## src/rtl/reg_scoreboard_if.sv

```systemverilog
// Issue / completion / status bundle between decode and the register scoreboard.
//   master : decode-side driver (issue offer, mem/wb completions, flush);
//            observes stall and tracking status
//   slave  : the scoreboard
// Index fields are $clog2(NREG) bits wide (5 bits for the default 32 registers).
interface reg_scoreboard_if #(
    parameter int NREG = 32
);
    localparam int IDX_W = $clog2(NREG);

    logic             iss_valid;
    logic             iss_accept;
    logic [IDX_W-1:0] iss_rd;
    logic             iss_wen;
    logic             iss_is_load;
    logic [IDX_W-1:0] iss_rs1;
    logic             iss_rs1_used;
    logic [IDX_W-1:0] iss_rs2;
    logic             iss_rs2_used;
    logic             mem_done;
    logic [IDX_W-1:0] mem_rd;
    logic             wb_valid;
    logic [IDX_W-1:0] wb_rd;
    logic             wb_wen;
    logic             sb_clear;
    logic             iss_stall;
    logic [NREG-1:0]  busy_mask;
    logic [7:0]       inflight;
    logic             err_underflow;

    modport master (
        output iss_valid, iss_accept, iss_rd, iss_wen, iss_is_load,
               iss_rs1, iss_rs1_used, iss_rs2, iss_rs2_used,
               mem_done, mem_rd, wb_valid, wb_rd, wb_wen, sb_clear,
        input  iss_stall, busy_mask, inflight, err_underflow
    );

    modport slave (
        input  iss_valid, iss_accept, iss_rd, iss_wen, iss_is_load,
               iss_rs1, iss_rs1_used, iss_rs2, iss_rs2_used,
               mem_done, mem_rd, wb_valid, wb_rd, wb_wen, sb_clear,
        output iss_stall, busy_mask, inflight, err_underflow
    );
endinterface

```

## src/rtl/reg_scoreboard.sv

```systemverilog
// Per-register issue scoreboard.
// Counts in-flight writes (wr_cnt) and outstanding loads (ld_cnt) per
// architectural register, stalls decode on load-use and write-counter
// saturation, and releases entries on mem_done / writeback.
//   reg_sb_entry   : one register's pair of counters with net-delta update
//   reg_scoreboard : event decode, stall logic, registered status
// Ports (reg_scoreboard):
//   clk  rising-edge clock
//   rst  asynchronous reset, active-low
//   sb   reg_scoreboard_if.slave (issue offer/handshake, mem_done, writeback,
//        sb_clear in; iss_stall (comb), busy_mask, inflight, err_underflow out)

module reg_sb_entry #(
    parameter int CNT_W = 2
) (
    input  logic             clk,
    input  logic             rst,
    input  logic             clr,
    input  logic             inc_w,
    input  logic             dec_w,
    input  logic             inc_l,
    input  logic             dec_l,
    output logic [CNT_W-1:0] wr_cnt,
    output logic [CNT_W-1:0] ld_cnt,
    output logic [CNT_W-1:0] wr_nxt,
    output logic             uf
);
    localparam logic [CNT_W-1:0] MAX = '1;

    logic [CNT_W-1:0] ld_nxt;
    logic             uf_w, uf_l;

    // An increment and a decrement in the same cycle cancel before any
    // saturation or underflow check is made.
    always_comb begin
        wr_nxt = wr_cnt;
        ld_nxt = ld_cnt;
        uf_w   = 1'b0;
        uf_l   = 1'b0;
        if (inc_w && !dec_w) begin
            if (wr_cnt != MAX) wr_nxt = wr_cnt + 1'b1;
        end else if (dec_w && !inc_w) begin
            if (wr_cnt == '0) uf_w = 1'b1;
            else              wr_nxt = wr_cnt - 1'b1;
        end
        if (inc_l && !dec_l) begin
            if (ld_cnt != MAX) ld_nxt = ld_cnt + 1'b1;
        end else if (dec_l && !inc_l) begin
            if (ld_cnt == '0) uf_l = 1'b1;
            else              ld_nxt = ld_cnt - 1'b1;
        end
        // Flush overrides every same-cycle event, including error reporting.
        if (clr) begin
            wr_nxt = '0;
            ld_nxt = '0;
            uf_w   = 1'b0;
            uf_l   = 1'b0;
        end
    end

    assign uf = uf_w | uf_l;

    always_ff @(posedge clk or negedge rst) begin
        if (!rst) begin
            wr_cnt <= '0;
            ld_cnt <= '0;
        end else begin
            wr_cnt <= wr_nxt;
            ld_cnt <= ld_nxt;
        end
    end
endmodule

module reg_scoreboard #(
    parameter int CNT_W = 2,
    parameter int NREG  = 32
) (
    input  logic            clk,
    input  logic            rst,
    reg_scoreboard_if.slave sb
);
    localparam int IDX_W = $clog2(NREG);
    localparam logic [CNT_W-1:0] MAX = '1;

    logic [NREG-1:0][CNT_W-1:0] wr_cnt, ld_cnt, wr_nxt;
    logic [NREG-1:0]            inc_w, dec_w, inc_l, dec_l, uf_vec, busy_nxt;
    logic [7:0]                 infl_nxt;
    logic                       rs1_hit, rs2_hit, rd_sat, stall;
    logic                       issue_ok, proto_err;

    // Stall looks only at registered counters: no same-cycle bypass, so a
    // load issued at T blocks its consumer from T+1.
    assign rs1_hit = sb.iss_rs1_used && (sb.iss_rs1 != '0) && (ld_cnt[sb.iss_rs1] != '0);
    assign rs2_hit = sb.iss_rs2_used && (sb.iss_rs2 != '0) && (ld_cnt[sb.iss_rs2] != '0);
    assign rd_sat  = sb.iss_wen && (sb.iss_rd != '0) && (wr_cnt[sb.iss_rd] == MAX);
    assign stall   = sb.iss_valid && (rs1_hit || rs2_hit || rd_sat);

    assign sb.iss_stall = stall;

    // A handshake that fires against a stall is dropped and flagged.
    assign issue_ok  = sb.iss_accept && !stall;
    assign proto_err = sb.iss_accept && stall;

    always_comb begin
        inc_w = '0;
        inc_l = '0;
        dec_w = '0;
        dec_l = '0;
        for (int r = 1; r < NREG; r++) begin
            inc_w[r] = issue_ok && sb.iss_wen && (sb.iss_rd == IDX_W'(r));
            inc_l[r] = inc_w[r] && sb.iss_is_load;
            dec_l[r] = sb.mem_done && (sb.mem_rd == IDX_W'(r));
            dec_w[r] = sb.wb_valid && sb.wb_wen && (sb.wb_rd == IDX_W'(r));
        end
    end

    for (genvar r = 0; r < NREG; r++) begin : gen_reg
        if (r == 0) begin : gen_x0
            // x0 never holds a pending write.
            assign wr_cnt[r] = '0;
            assign ld_cnt[r] = '0;
            assign wr_nxt[r] = '0;
            assign uf_vec[r] = 1'b0;
        end else begin : gen_ent
            reg_sb_entry #(.CNT_W(CNT_W)) u_ent (
                .clk    (clk),
                .rst    (rst),
                .clr    (sb.sb_clear),
                .inc_w  (inc_w[r]),
                .dec_w  (dec_w[r]),
                .inc_l  (inc_l[r]),
                .dec_l  (dec_l[r]),
                .wr_cnt (wr_cnt[r]),
                .ld_cnt (ld_cnt[r]),
                .wr_nxt (wr_nxt[r]),
                .uf     (uf_vec[r])
            );
        end
    end

    // Status is computed from next-state counts so the registered outputs
    // line up with the counters after the same edge.
    always_comb begin
        infl_nxt = '0;
        busy_nxt = '0;
        for (int r = 0; r < NREG; r++) begin
            infl_nxt    = infl_nxt + 8'(wr_nxt[r]);
            busy_nxt[r] = |wr_nxt[r];
        end
    end

    always_ff @(posedge clk or negedge rst) begin
        if (!rst) begin
            sb.busy_mask     <= '0;
            sb.inflight      <= '0;
            sb.err_underflow <= 1'b0;
        end else begin
            sb.busy_mask <= busy_nxt;
            sb.inflight  <= infl_nxt;
            if (!sb.sb_clear && (proto_err || (|uf_vec)))
                sb.err_underflow <= 1'b1;
        end
    end
endmodule

```

## src/flat_wrapper.sv

```systemverilog
// flat-port wrapper written by rule: the top's interface ports become plain ports
module reg_scoreboard_flat 
#(
    parameter int CNT_W = 2,
    parameter int NREG  = 32
)
  (clk, rst, sb_iss_valid, sb_iss_accept, sb_iss_rd, sb_iss_wen, sb_iss_is_load, sb_iss_rs1, sb_iss_rs1_used, sb_iss_rs2, sb_iss_rs2_used, sb_mem_done, sb_mem_rd, sb_wb_valid, sb_wb_rd, sb_wb_wen, sb_sb_clear, sb_iss_stall, sb_busy_mask, sb_inflight, sb_err_underflow);
  reg_scoreboard_if #(.NREG(NREG)) sb_i ();
  input  logic clk;
  input  logic rst;
  input wire logic [$bits(sb_i.iss_valid)-1:0] sb_iss_valid;
  input wire logic [$bits(sb_i.iss_accept)-1:0] sb_iss_accept;
  input wire logic [$bits(sb_i.iss_rd)-1:0] sb_iss_rd;
  input wire logic [$bits(sb_i.iss_wen)-1:0] sb_iss_wen;
  input wire logic [$bits(sb_i.iss_is_load)-1:0] sb_iss_is_load;
  input wire logic [$bits(sb_i.iss_rs1)-1:0] sb_iss_rs1;
  input wire logic [$bits(sb_i.iss_rs1_used)-1:0] sb_iss_rs1_used;
  input wire logic [$bits(sb_i.iss_rs2)-1:0] sb_iss_rs2;
  input wire logic [$bits(sb_i.iss_rs2_used)-1:0] sb_iss_rs2_used;
  input wire logic [$bits(sb_i.mem_done)-1:0] sb_mem_done;
  input wire logic [$bits(sb_i.mem_rd)-1:0] sb_mem_rd;
  input wire logic [$bits(sb_i.wb_valid)-1:0] sb_wb_valid;
  input wire logic [$bits(sb_i.wb_rd)-1:0] sb_wb_rd;
  input wire logic [$bits(sb_i.wb_wen)-1:0] sb_wb_wen;
  input wire logic [$bits(sb_i.sb_clear)-1:0] sb_sb_clear;
  output wire logic [$bits(sb_i.iss_stall)-1:0] sb_iss_stall;
  output wire logic [$bits(sb_i.busy_mask)-1:0] sb_busy_mask;
  output wire logic [$bits(sb_i.inflight)-1:0] sb_inflight;
  output wire logic [$bits(sb_i.err_underflow)-1:0] sb_err_underflow;
  assign sb_i.iss_valid = sb_iss_valid;
  assign sb_i.iss_accept = sb_iss_accept;
  assign sb_i.iss_rd = sb_iss_rd;
  assign sb_i.iss_wen = sb_iss_wen;
  assign sb_i.iss_is_load = sb_iss_is_load;
  assign sb_i.iss_rs1 = sb_iss_rs1;
  assign sb_i.iss_rs1_used = sb_iss_rs1_used;
  assign sb_i.iss_rs2 = sb_iss_rs2;
  assign sb_i.iss_rs2_used = sb_iss_rs2_used;
  assign sb_i.mem_done = sb_mem_done;
  assign sb_i.mem_rd = sb_mem_rd;
  assign sb_i.wb_valid = sb_wb_valid;
  assign sb_i.wb_rd = sb_wb_rd;
  assign sb_i.wb_wen = sb_wb_wen;
  assign sb_i.sb_clear = sb_sb_clear;
  assign sb_iss_stall = sb_i.iss_stall;
  assign sb_busy_mask = sb_i.busy_mask;
  assign sb_inflight = sb_i.inflight;
  assign sb_err_underflow = sb_i.err_underflow;
  reg_scoreboard #(.CNT_W(CNT_W), .NREG(NREG)) u_core (.clk(clk), .rst(rst), .sb(sb_i));
endmodule
```

## config.mk

```make
export PLATFORM = sky130hd
export DESIGN_NAME = reg_scoreboard_flat
export DESIGN_NICKNAME = d
export VERILOG_FILES = /design/src/rtl/reg_scoreboard_if.sv /design/src/rtl/reg_scoreboard.sv /design/src/flat_wrapper.sv
export SDC_FILE = /design/constraint.sdc
export NUM_CORES = 1
export LEC_CHECK = 0
export BUFFER_PORTS_ARGS = -buffer_cell sky130_fd_sc_hd__buf_4
export CAP_MARGIN = 0
export CORE_MARGIN = 2
export CORE_UTILIZATION = 25
export DETAILED_ROUTE_END_ITERATION = 16
export PLACE_DENSITY_LB_ADDON = 0.05
export SETUP_SLACK_MARGIN = 0.02
export SYNTH_ARGS = -nofsm -noshare
export SYNTH_HDL_FRONTEND = slang
export SYNTH_HIERARCHICAL = 1
export SYNTH_SLANG_ARGS = --single-unit
```

## constraint.sdc

```tcl
create_clock -name clk -period 7.9 [get_ports clk]
set_input_delay 0.79 -clock clk [delete_from_list [all_inputs] [get_ports clk]]
set_output_delay 0.79 -clock clk [all_outputs]
set_load 0.02 [all_outputs]
```

======== Yosys cells after proc, flatten, opt, wreduce, memory -nomap -nowiden ========
Cells that the tools add are included.
word-level totals
  register bits after elaboration ......... 164
  input port bits ......................... 37
  output and inout bits ................... 42
cells by class
  $add $sub $neg .......................... 154
  magnitude comparators ................... 3
  eq/ne operators ......................... 218
  muxes and demuxes ....................... 564
  bitwise gates (word level) .............. 31
  reduce and logical (&&, ||, !) cells .... 550
operator list
  kind                                                                          count
  2-bit 2-to-1 mux                                                              313
  1-bit logical AND                                                             260
  1-bit 2-to-1 mux                                                              248
  5-bit == test, second input constant                                          48
  8-bit by 2-bit adder with 8-bit output                                        29
  1-bit zero test                                                               126
  2-bit by 1-bit adder with 2-bit output, second input constant                 62
  2-bit zero test                                                               62
  2-bit != test, second input constant                                          62
  2-bit by 1-bit subtractor with 2-bit output, second input constant            62
  5-bit by 4-bit == test with 1-bit output, second input constant               24
  3-bit by 2-bit != test with 1-bit output, second input constant               31
  3-bit != test, second input constant                                          31
  3-bit AND reduction                                                           31
  3-bit nonzero test                                                            31
  2-bit OR reduction                                                            31
  5-bit by 3-bit == test with 1-bit output, second input constant               12
  1-bit bitwise OR                                                              31
  31-bit OR reduction                                                           1
  2-bit binary-select mux with 5-bit select                                     3
  5-bit by 2-bit == test with 1-bit output, second input constant               6
  5-bit by 6-bit less-than comparator with 1-bit output, second input constant  3
  5-bit by 1-bit == test with 1-bit output, second input constant               3
  5-bit nonzero test                                                            3
  other kinds (4)                                                               7

======== Logic depth before layout (Yosys ltp) ========
Gate-level depths: netlist of run 1.
  depth after elaboration ................. 46
  mapped depth ............................ 34

======== Hierarchy ========
Netlist of run 1, hierarchy kept.
modules (own cells, without submodules)
  module                                                instances  cells an instance  area each (um^2)
  reg_sb_entry at u_core.gen_reg[10].gen_ent.u_ent ...  30         29                 262.8
  reg_scoreboard                                        1          611                5376.4
  reg_sb_entry at u_core.gen_reg[9].gen_ent.u_ent       1          31                 265.3

======== Worst setup path before layout of run 1 ========
OpenSTA, ideal clock, no wires.
  kind .................................... input to register
  start point ............................. input sb_iss_rd[1]
  end point ............................... register u_core.sb.inflight[5]
  arrival ................................. 8.030 ns
  data required time ...................... 7.777 ns
  setup slack ............................. -0.252 ns
  stages on the path ...................... 31
  buffers on the path ..................... 4
  path through ............................ buf_6 buf_4 buf_2 mux4_2 a22oi_1 nand3_1 o21ai_0 and4b_4 a31oi_4 buf_6 nor4_1 o21ai_0 a21oi_1 inv_1 fa_1 inv_1 fa_1 fa_1 fa_1 fa_1 fa_1 inv_1 fa_1 inv_1 ha_1 inv_1 fa_1 inv_1 a21o_1 a21oi_1 xnor2_1
RTL lines
  element               RTL line                 RTL
  from (decl)           flat_wrapper.sv:13       input wire logic [$bits(sb_i.iss_rd)-1:0] sb_iss_rd;
  to (signal assigned)  reg_scoreboard.sv:159    sb.inflight <= infl_nxt;
  to (decl)             reg_scoreboard_if.sv:42  output iss_stall, busy_mask, inflight, err_underflow

==> results_dict.tcl, run 1 <==
set metrics [dict create \
    dpl.hpwl_mm 40.8 \
    antenna_found_initial 1 \
    start_util_pct 25.2 \
    run_status "finished, final reports clean" \
    grt_pass1_vias 12200 \
    fin_skew_ns 0.0151 \
    synth_top_area_share_pct 30.2 \
    rsz0062_at_grt "true" \
    htreeDepth 4 \
    fin_util_pct 33.3 \
    ys_warn_count 6 \
    met3_usage_pct 3.12 \
    r2r_slack_ns 0.07 \
    critical_path.slowest_cell "fa_1" \
    syn_to_final_growth_pct 31.9 \
    crit_type "input port to flip-flop" \
    rows 85 \
    drc 0 \
    required_ns 8.28 \
    whs_ns 0.293 \
    r2r_cells 30 \
    path_common_cell "inv_2" \
    io_buffers 76 \
    async_flop_share_pct 100 \
    max_slew_margin_pct 12.2 \
    die_area_um2 56000 \
    synth-seq-area-share_pct 30.2 \
    powerDensity_nw_per_um2 115 \
    first_pass_iters 5 \
    hp-class "input port to async pin" \
    gp_congestion 0.822 \
    internal-power_uw 1460 \
    setup_viol 0 \
    ios 79 \
    clkSlewWorstSetupHoldPaths_ns 0.07 \
    die_h_um 237 \
    rr_startpoint "u_core/gen_reg[20].gen_ent.u_ent/ld_cnt[0]" \
    grt_max_degree 75 \
    busiest_layer "met2" \
    drt_iter0_drc 811 \
    worstMarginPinSlew_ns 1.30 \
    fmax_mhz 127 \
    synth-edff-count 0 \
    p_comb_share_pct 13.0 \
    worst_ep_arrival_time_ns 8.25 \
    clkSinkCount 163 \
    synth_top_cell_by_area "dfrtp_1" \
    die_w_um 237 \
    power.switching_uw 598 \
    yosys-top-cells-count "inv_1 (175), dfrtp_1 (163), o21ai_0 (128)" \
    via_count 12400 \
    max-cap-violations 0 \
    synth_most_common_cell "inv_1" \
    maxSlewViolCount 0 \
    grt_pass1_wl_mm 78.1 \
    use_met1_pct 26.8 \
    gr-usage-all-layers_pct 18.9 \
    wl_per_cell_um 20.6 \
    vias_per_cell 4.92 \
    drive_gt1_share_pct 27.0 \
    hold_viol 0 \
    syn_area_um2 13500 \
    worst_slack_ns 0.0313 \
    fin_area_um2 17800 \
    postRouteWirelength_mm 51.9 \
    use_met2_pct 30.0 \
    switching_share_pct 29.1 \
    synth_cell_types 61 \
    core_area_um2 53600 \
    syn_avg_cell_area_um2 8.94 \
    reg2reg_to "u_core/sb.inflight[5]" \
    ys_seq_elements 163 \
    clkPwrFrac_pct 45.9 \
    synth_cells 1512 \
    vdd_drop_max_uv 178 \
    period_needed_ns 7.87 \
    clock_path_buffers 2 \
    max_stage_delay_ns 0.58 \
    finalPower_uw 2050 \
    diodes 0 \
    startpoint_type "input port" \
    synth_area_leaders "dfrtp_1 (30%), fa_1 (8.4%), ha_1 (6.8%), inv_1 (4.9%), o21ai_0 (4.7%)" \
    period_share_pct 99.6 \
    p_leak_uw 0.00783 \
    synth_flop_cell "dfrtp_1" \
    numCtsBuffers 17 \
    worstPathMaxFanout 7 \
    p_seq_share_pct 41.1 \
    clk_latency_ns 0.50 \
    worst_setup_path_end_kind "flip-flop" \
    nets 1982 \
    tritoncts "yes" \
    ant_nets 0 \
    grt_overflow 0 \
    cts-root-buf "clkbuf_16" \
    post-place-ws_ns -0.698 \
    placed_area_um2 16600 \
]
==> state kept, by name (all words and copies together) (netlist names) <==
signal,flops
u_core/gen.gen_ent.u_ent/ld_cnt,62
u_core/sb.err_underflow,1
u_core/sb.inflight,7
u_core/gen.gen_ent.u_ent/wr_cnt,62
u_core/sb.busy_mask,31
==> repair_timing <==
item / 4_1_cts / 5_1_grt
pin swaps: 16 / 47
hold endpoints to repair: 0 / 0
cloned: 1 / 1
hold buffers: 0 / 0
buffers inserted: 6 / 21
setup endpoints to repair: 5 / 5
resized for setup: 22 / 81
==> power groups by stage <==
| stage | Combinational, µW | Clock (µW) | Sequential (µW) |
|---|---|---|---|
| 4_1_cts | 257 | 990 | 844 |
| 3_5_place_dp | 249 | 0 | 860 |
| 2_1_floorplan | 111 | 0 | 862 |
| 3_3_place_gp | 251 | 0 | 860 |
| 5_1_grt | 291 | 1010 | 844 |
| 6_report | 268 | 943 | 844 |
==> through the flow <==
step / cells / TNS (ns)
floorplan: 1513 / 0
global placement: 2465 / -3.72
detailed placement: 2465 / -3.14
CTS: 2504 / 0
global route: 2523 / -0.599
finish: 2523 / 0
==> area by class of cell <==
type                    count  area [µm²]
clock inverters            14         190
clock buffers              18         439
inverters                 177         677
well taps                 696         871
repair buffers            318        2570
flip-flops and latches    163        4080
fillers                  5606       35800
multi-input cells        1137        9000
==> routing by layer <==
metal | part of all wire, % | vias up
li1 | - | 6007
met3 | 3.5 | 40
met5 | 0.025 | -
met2 | 46 | 233
met4 | 1.3 | 2
met1 | 49 | 6143
==> logic make-up after synthesis <==
logic type	after synthesis	synth area share [%]
multiplexers	64	6.96
flip-flops	163	30.2
adder cells (fa/ha/maj)	131	15.3
other	1	0.0277
AO/OA/AOI/OAI	349	16.3
AND/OR/NAND/NOR	585	24.3
buffers and inverters	213	6.60
XOR/XNOR	6	0.389
==> cell usage in the layout, fill, tap and decap left out, types with 26 or more instances in the layout <==
cell	Yosys	final
a21o_1	32	32
a21oi_1	100	88
a221o_1	30	30
a221oi_1	32	31
buf_4	3	299
dfrtp_1	163	162
fa_1	57	46
ha_1	74	72
inv_1	175	166
mux2i_1	37	35
nand2_1	73	73
nand2b_1	43	43
nor2_1	123	117
nor2b_1	100	99
nor3_1	50	40
nor4_1	90	80
nor4bb_1	30	26
o21ai_0	128	124
or2_2	28	28
==> critical path: cells and delay by family <==
kind,cells,cell delay (ns)
XOR/XNOR,1,0.12
AND/OR/NAND/NOR,3,0.69
multiplexers,3,0.87
adder cells (fa/ha/maj),9,4.02
AO/OA/AOI/OAI,4,0.85
buffers and inverters,11,0.87
==> how the worst max path moves through the flow <==
| stage | start | to | slack [ns] | depth (start not counted) |
|---|---|---|---|---|
| 2_1_floorplan | sb_iss_rs2[0] | u_core/sb.inflight[5] | 0.01 | 29 |
| 3_3_place_gp | sb_iss_rs1[0] | u_core/sb.inflight[5] | -0.77 | 31 |
| 3_5_place_dp | sb_iss_rd[0] | u_core/sb.inflight[5] | -0.70 | 30 |
| 4_1_cts | u_core/gen_reg[14].gen_ent.u_ent/ld_cnt[1] | u_core/sb.inflight[6] | 0.03 | 32 |
| 5_1_grt | sb_iss_rs1[0] | u_core/sb.inflight[5] | -0.19 | 33 |
| 6_report | sb_iss_rs2[0] | u_core/sb.inflight[5] | 0.03 | 31 |
Power figures use the tool's default switching activity.
==> inputs of run 2 (changes only) <==
- CORE_UTILIZATION: 25 -> 45
==> results_dict.tcl, run 2 (synthesized netlist as in run 1, its figures left out) <==
set metrics [dict create \
    crit_type "flip-flop to flip-flop" \
    cp-startpoint "u_core/gen_reg[14].gen_ent.u_ent/ld_cnt[0]" \
    fin_area_um2 17100 \
    rsz0062_at_grt "true" \
    fin_skew_ns 0.00984 \
    die_h_um 177 \
    core_area_um2 29600 \
    max_slew_margin_pct 12.4 \
    drive_gt1_share_pct 24.3 \
    fin_util_pct 57.6 \
    startpoint_type "flip-flop" \
    worst_setup_path_end_kind "flip-flop" \
    clk_latency_ns 0.45 \
    largestRegisters "u_core/gen.gen_ent.u_ent/ld_cnt: 62 flops, u_core/gen.gen_ent.u_ent/wr_cnt: 62 flops, u_core/sb.busy_mask: 31 flops" \
    setup_viol 0 \
    period_needed_ns 7.86 \
    path_common_cell "fa_1" \
    antenna_found_initial 0 \
    gr-usage-all-layers_pct 27.9 \
    tritoncts "yes" \
    final_common_cell "buf_4" \
    final_cell_mix "buf_4 (272), inv_1 (172), dfrtp_1 (163), o21ai_0 (126), nor2_1 (123)" \
    wl_per_cell_um 19.6 \
    required_ns 8.23 \
    vdd_drop_max_uv 129 \
    cts-root-buf "clkbuf_16" \
    clkSlewWorstSetupHoldPaths_ns 0.07 \
    critPathBufInv 8 \
    gp_congestion 0.886 \
    run_status "finished, final reports clean" \
    rows 63 \
    r2r_cells 27 \
    numCtsBuffers 17 \
    p_leak_uw 0.00766 \
    crit_family "adder cells" \
    htreeDepth 4 \
    worstPathMaxFanout 5 \
    grt_max_degree 92 \
    worstMarginPinSlew_ns 1.30 \
    vias_per_cell 5.69 \
    fmax_mhz 127 \
    postRouteWirelength_mm 42.9 \
    reg2reg_to "u_core/sb.inflight[3]" \
    clkSinkCount 163 \
    start_util_pct 45.6 \
    grt_pass1_wl_mm 66.3 \
    powerDensity_nw_per_um2 115 \
    maxSlewViolCount 0 \
    worst_ep_arrival_time_ns 8.19 \
    grt_overflow 0 \
    drt_iter0_drc 1068 \
    io_buffers 76 \
    die_w_um 177 \
    clock_path_buffers 2 \
    die_area_um2 31500 \
    r2r_slack_ns 0.04 \
    nets 1955 \
    drc 0 \
    n_fill_cell 2744 \
    period_share_pct 99.5 \
    syn_to_final_growth_pct 26.2 \
    max_stage_delay_ns 0.60 \
    first_pass_iters 6 \
    hp-class "input port to async pin" \
    critical_path.slowest_cell "fa_2" \
    ant_nets 0 \
    rr_startpoint "u_core/gen_reg[14].gen_ent.u_ent/ld_cnt[0]" \
    ios 79 \
    grt_pass1_vias 12000 \
    diodes 0 \
    max-cap-violations 0 \
    hold_viol 0 \
    via_count 12500 \
    placed_area_um2 16000 \
    dpl.hpwl_mm 33.0 \
]
-- run 2: through the flow --
| step | total power, µW | cells | setup slack [ns] | setup TNS, ns | hold WS [ns] |
|---|---|---|---|---|---|
| 2_1_floorplan | 973 | 1513 | 0.00984 | 0 | 0.494 |
| 3_3_place_gp | 1090 | 2137 | -0.757 | -3.46 | 0.532 |
| 3_5_place_dp | 1090 | 2137 | -0.821 | -3.78 | 0.523 |
| 4_1_cts | 1980 | 2178 | 0.0339 | 0 | 0.484 |
| 5_1_grt | 2040 | 2190 | -0.208 | -0.628 | 0.460 |
| 6_report | 1970 | 2190 | 0.0379 | 0 | 0.404 |
-- run 2: how the worst max path moves through the flow --
stage,endpoint,slack [ns],cells after the start
5_1_grt,u_core/sb.inflight[5],-0.21,29
4_1_cts,u_core/sb.inflight[5],0.03,29
2_1_floorplan,u_core/sb.inflight[5],0.01,29
6_report,u_core/sb.inflight[3],0.04,27
3_5_place_dp,u_core/sb.inflight[5],-0.82,29
3_3_place_gp,u_core/sb.inflight[5],-0.76,29
-- run 2: final cells by class --
type	instances	area, µm²	area share (%)
Multi-Input combinational cell	1138	8920	52.3
Sequential cell	163	4080	23.9
Timing Repair Buffer	290	2310	13.5
Inverter	177	668	3.91
Tap cell	390	488	2.86
Clock buffer	18	439	2.57
Clock inverter	14	163	0.953
-- run 2: power by group --
part	total (µW)	internal, µW	switching, µW
combinational	251	95.1	156
sequential	844	840	3.79
clock	871	504	367
-- run 2: what timing repair did --
item                                    CTS  global route
cloned                                    1             1
buffers inserted                          9            12
endpoints found under the setup margin    5             5
hold buffers                              0             0
pin swaps                                14            28
resized for setup                        30            34
-- run 2: layer usage --
metal,vias to the layer above,routed length [µm],global-route usage (%)
met2,393,19600,44.5
met1,6040,19600,38.7
met3,62,2690,5.61
li1,5967,-,-
met5,-,0,0
met4,0,1050,8.03
